===== src/rtl/arb21_8bit_pkg.sv =====
// Shared encodings for the two-requester round-robin arbiter.
// Imported by the arbiter top and its testbench.
package arb21_8bit_pkg;

  typedef enum logic {
    ST_IDLE = 1'b0,
    ST_HOLD = 1'b1
  } state_t;

  localparam logic SEL_A = 1'b0;
  localparam logic SEL_B = 1'b1;

endpackage


===== src/rtl/arb21_8bit_mux.sv =====
// Existing 8-bit 2:1 datapath mux; S=0 passes A, S=1 passes B.
module mux21_8bit (
  input  logic [7:0] A,
  input  logic [7:0] B,
  input  logic       S,
  output logic [7:0] Y
);

  assign Y = S ? B : A;

endmodule


===== src/rtl/arb21_8bit.sv =====
// Round-robin arbiter sharing one registered 8-bit output stage between
// two valid/ready requesters, with a per-owner burst limit under contention.
module arb21_8bit
  import arb21_8bit_pkg::*;
#(
  parameter int BURST = 4
) (
  input  logic       clk,
  input  logic       rst,
  input  logic       A_valid,
  input  logic [7:0] A,
  output logic       A_ready,
  input  logic       B_valid,
  input  logic [7:0] B,
  output logic       B_ready,
  output logic       Y_valid,
  output logic [7:0] Y,
  input  logic       Y_ready,
  output logic       S
);

  localparam logic [3:0] CNT_MAX = 4'(BURST - 1);

  state_t     state;
  logic [3:0] cnt;
  logic       g;
  logic       load;
  logic       accept;
  logic [7:0] mux_y;

  assign Y_valid = (state == ST_HOLD);
  assign load    = !Y_valid || Y_ready;

  // Under contention the owner keeps the channel until cnt reaches the switch point.
  always_comb begin
    g = S;
    if (A_valid && !B_valid)
      g = SEL_A;
    else if (B_valid && !A_valid)
      g = SEL_B;
    else if (A_valid && B_valid)
      g = (cnt == CNT_MAX) ? ~S : S;
  end

  // Readies are held low during reset so no requester believes a beat was taken.
  assign accept  = !rst && load && (A_valid || B_valid);
  assign A_ready = !rst && load && A_valid && (g == SEL_A);
  assign B_ready = !rst && load && B_valid && (g == SEL_B);

  mux21_8bit u_mux (
    .A (A),
    .B (B),
    .S (g),
    .Y (mux_y)
  );

  always_ff @(posedge clk) begin
    if (rst) begin
      state <= ST_IDLE;
      Y     <= 8'h00;
      S     <= SEL_A;
      cnt   <= 4'd0;
    end else if (accept) begin
      state <= ST_HOLD;
      Y     <= mux_y;
      S     <= g;
      if (g == S)
        cnt <= (cnt == CNT_MAX) ? cnt : cnt + 4'd1;
      else
        cnt <= 4'd0;
    end else if (load) begin
      state <= ST_IDLE;
    end
  end

endmodule

===== config.mk =====
export PLATFORM = sky130hd
export DESIGN_NAME = arb21_8bit
export DESIGN_NICKNAME = d
export VERILOG_FILES = /design/src/rtl/arb21_8bit_pkg.sv /design/src/rtl/arb21_8bit_mux.sv /design/src/rtl/arb21_8bit.sv
export SDC_FILE = /design/constraint.sdc
export NUM_CORES = 1
export LEC_CHECK = 0
export BUFFER_PORTS_ARGS = -buffer_cell sky130_fd_sc_hd__buf_2
export CORE_MARGIN = 10
export CORE_UTILIZATION = 48
export CTS_CLUSTER_DIAMETER = 40
export DETAILED_ROUTE_END_ITERATION = 12
export MAX_ROUTING_LAYER = met4
export PLACE_DENSITY_LB_ADDON = 0.2
export SYNTH_ARGS = -nofsm -noshare
export SYNTH_HDL_FRONTEND = slang
export SYNTH_SLANG_ARGS = --single-unit

===== constraint.sdc =====
create_clock -name clk -period 2.2 [get_ports clk]
set_clock_uncertainty 0.15 [all_clocks]
set_input_delay 0.44 -clock clk [delete_from_list [all_inputs] [get_ports clk]]
set_output_delay 0.44 -clock clk [all_outputs]
set_load 0.05 [all_outputs]

## Yosys cells after proc, flatten, opt, wreduce, memory -nomap -nowiden

Cells that the tools add are included.

- Input bits: 21
- Bits in registers: 14
- Logic and storage cells: 36

- Add/sub/neg operators: 1
- Equal/unequal tests: 3
- Bitwise gates (word level): 2
- Reduce and logical (&&, ||, !) cells: 17
- Mux-type cells: 9

Operators with widths:

| operator | count |
|---|---|
| logical AND 1 bit | 9 |
| two-way mux 4 bit | 2 |
| two-way mux 8 bit | 1 |
| two-way mux 1 bit | 6 |
| adder 4 x 1 -> 4 bit, second input constant | 1 |
| == test 4 x 2 -> 1 bit, second input constant | 1 |
| logical NOT 1 bit | 4 |
| logical OR 1 bit | 2 |
| != test 2 bit, second input constant | 1 |
| inverter 1 bit | 2 |
| AND reduction 2 bit | 1 |
| nonzero test 2 bit | 1 |
| == test 1 bit | 1 |

## Depth between registers and ports, before layout

- Depth after elaboration: 8
- Mapped depth: 6
- Depth with buffers taken out: 5

## Hierarchy

From an unflattened synthesis, not the netlist that was laid out.

- Cells, all modules: 90
- Area, all modules: 873.3 um2

Modules (own cells, without submodules):

| module | seq. area each (um2) | instances | area an instance (um2) | cells an instance |
|---|---|---|---|---|
| arb21_8bit | 280.3 | 1 | 742.0 | 81 |
| mux21_8bit | 0.0 | 1 | 131.4 | 9 |

## Worst setup path before layout

Ideal clock, no wire load.

- Path kind: register to output
- Start: register cnt[0]
- End: output B_ready
- Path buffers: 0
- Cell stages (with the launch flop): 5
- Data arrival time: 2.332 ns
- Path slack: -0.722 ns
- Cell sequence: dfxtp_1 > ha_1 > nor3b_2 > nand2_1 > a311oi_1

- Cells in the longest elaborated chain, start to end: 6

Ends and longest elaborated chain:

| item | line | RTL |
|---|---|---|
| from (decl) | arb21_8bit.sv:25 | `logic [3:0] cnt;` |
| from (signal assigned) | arb21_8bit.sv:68 | `cnt <= (cnt == CNT_MAX) ? cnt : cnt + 4'd1;` |
| == test 4 x 2 -> 1 bit | arb21_8bit.sv:42 | `g = (cnt == CNT_MAX) ? ~S : S;` |
| two-way mux 1 bit | arb21_8bit.sv:42 |  |
| two-way mux 1 bit | arb21_8bit.sv:41 | `else if (A_valid && B_valid)` |
| two-way mux 1 bit | arb21_8bit.sv:39 | `else if (B_valid && !A_valid)` |
| two-way mux 1 bit | arb21_8bit.sv:37 | `if (A_valid && !B_valid)` |
| logical AND 1 bit | arb21_8bit.sv:48 | `assign B_ready = !rst && load && B_valid && (g == SEL_B);` |
| to (decl) | arb21_8bit.sv:15 | `output logic B_ready,` |

No other way between the ends.

## Worst setup path after layout

- Start: register cnt[1]
- End: output A_ready

- Cells in the longest elaborated chain, start to end: 7

Ends and longest elaborated chain:

| item | line | RTL |
|---|---|---|
| == test 4 x 2 -> 1 bit | arb21_8bit.sv:42 |  |
| two-way mux 1 bit | arb21_8bit.sv:42 |  |
| two-way mux 1 bit | arb21_8bit.sv:41 |  |
| two-way mux 1 bit | arb21_8bit.sv:39 |  |
| two-way mux 1 bit | arb21_8bit.sv:37 |  |
| inverter 1 bit | arb21_8bit.sv:47 | `assign A_ready = !rst && load && A_valid && (g == SEL_A);` |
| logical AND 1 bit | arb21_8bit.sv:47 |  |
| to (decl) | arb21_8bit.sv:12 | `output logic A_ready,` |

No other way between the ends.

==> metrics.txt <==
status=complete, but fails checks; failing checks=setup timing; CTS H-tree lvls=1; CP max FO=3; CP endpoint=A_ready; area leader, netlist=dfxtp_1; Setup CP Type=reg -> out; Synth area leaders=dfxtp_1 (30%), o41ai_2 (12%), a21oi_1 (11%); Nets=between 150 and 200; global-route wire length before repair=4.97 mm; worst reg2reg endpoint=Y[6]; Tightest Pin Transition=0.433 ns; I/O Pins=33; fraction of registers with async set/reset=0; post-route clock period utilization=1.03; Max Cap Violations=0; antenna viol nets, final=0; Slowest Stage Delay on Critical Path=0.39 ns; Tmin final=roughly 2.3 ns; r2r startpoint=cnt[1]; Diodes inserted=0; Via density=6.14; final hold vios=0; Max Clk Rate=440 MHz; P&R area growth vs syn=41.1%; crit-path leading delay family=simple AND/OR/NAND/NOR gates; Num Clock Sinks=14; I/O Buffers=32; Critical-path top delay cell=or3b_4; TritonRoute pass-1 iters=5; vias in the first global route=1119; DR iter-0 viols=69; maximum vdd drop=~0.54 mV; FF+latch count, synth=14; Synth Net Count=roughly 140; final wirelength=3.13 mm; worst setup margin=-0.0739 ns; Post-synth EDFFs=0; syn_area_per_cell=8.02 um2; WL per Instance=17.1 um; HP Start=rst; Ys Warns=0; sequential area share after synthesis=0.304; Die ar.=about 0.004 mm2; initial antenna violation count=0; worst hold path class=in -> reg; CP arrival=1.68 ns; critical path, cell by cell=ha_4 > or3b_4 > nand2_4 > a31oi_4 > nor2_4 > buf_8; GPL Wtd Cong=0.875; Crit path depth=6; Critical Path RT=roughly 1.6 ns; RSZ-0062 raised after global routing=true; Commonest cells post-synth=a21oi_1 (20), nand2_1 (16), dfxtp_1 (14), nor2_1 (14), o41ai_2 (7); post-synthesis cell area=922 um2; pin count of the biggest net entering global routing=14; Final Max Tran Viols=0; ys flop type=dfxtp_1; hold slack final=about 0.24 ns; DR vias=1123; detailed-route DRC error count=0; Initial Utilization=0.517; clk_lat worst skew=roughly 0.30 ns; Crit. Startpoint=cnt[1]; Core ar.=roughly 0.0018 mm2; TritonCTS clock tree=yes; layout cells sized above 1=0.443; CTS Buffer Depth=2; Final Cell Area=roughly 0.0013 mm2; Root Buffer=clkbuf_4; register-to-register setup slack=0.31 ns; chip width=63.8 um; GR Overflow Total=0; Crit path buffers/inverters=1; # setup viols final=2; relative slew slack=0.710; FP Rows=15; Critical Path Source Type=flip-flop; Total GRT Usage=0.149; top-count cell post-synth=a21oi_1; Clock transition at path regs=0.10 ns; pwr dens=564 mW/mm2; Synth cell types=34; CTS buffer count=3; die height=63.8 um; Placed Area=~0.0012 mm2; Reg2Reg Depth=6; top cell type's share of synthesized area=0.304; Post-Synthesis Cells=115; Final HPWL DP=2.33 mm; Worst setup EP type=output pin; Leakage=0.563 nW; hold depth=2
stage by stage:
step / setup slack (ns) / power [mW] / TNS [ns] / utilization / instances
finish: -0.0739 / 0.734 / -0.131 / 0.730 / 183
global route: -0.106 / 0.758 / -0.200 / 0.730 / 183
CTS: -0.0457 / 0.725 / -0.0788 / 0.724 / 183
detailed placement: 0.141 / 0.524 / 0 / 0.671 / 179
global placement: 0.187 / 0.517 / 0 / 0.671 / 179
floorplan: -0.0835 / 0.452 / -0.0835 / - / 115
worst min path at each step:
stage,slack (ns),end
global placement,0.28,Y[3]
global route,0.27,S
finish,0.24,cnt[1]
floorplan,0.31,cnt[1]
detailed placement,0.29,Y[4]
CTS,0.25,cnt[1]
where the power goes:
part           leakage (nW)  switching [mW]  total (mW)  internal (mW)
Clock                0.0210          0.0979       0.199          0.101
Combinational         0.426           0.163       0.248         0.0849
Sequential            0.116          0.0140       0.287          0.273
Total                 0.563           0.275       0.734          0.459
cell families after synthesis:
kind of cell	Yosys count	synth area share
AND/OR/NAND/NOR	50	0.275
AO/OA/AOI/OAI	44	0.376
flip-flops	14	0.304
buffers and inverters	6	0.0312
adder cells (fa/ha/maj)	1	0.0136
final cells by class:
class / instances / area [um2]
clock buffer: 4 / 36.3
multi-input combinational: 95 / 684
timing repair buffer: 42 / 255
inverter: 3 / 11.3
sequential: 14 / 283
fill: 140 / 482
tap: 25 / 31.3
per-layer routing:
layer,GRT usage,part of all wire
met5,-,0
met4,0.0765,0.034
met3,0.0383,0.10
met2,0.238,0.47
met1,0.168,0.39
layout by cell type, fill, tap and decap left out, drive strengths merged, types with 2 or more instances in the layout:
cell type   n
a21oi      20
a311oi      3
a31oi       2
buf        42
clkbuf      4
dfxtp      14
inv         3
nand2      16
nand2b      2
nand3       5
nand4       2
nor2       14
nor2b       2
nor3b       2
o21ai       5
o31a        2
o41ai       7
registers in the layout, summed over array words and instances (netlist names):
register	cells
S	1
Y_valid	1
cnt	4
Y	8
repair_timing:
action,in CTS,in global routing
gates cloned,0,0
hold buffers,0,0
resized for setup,15,2
endpoints found under the setup margin,2,2
setup buffers,0,0
pin swaps,2,1
Note: power is estimated with default switching activity, not from simulation.
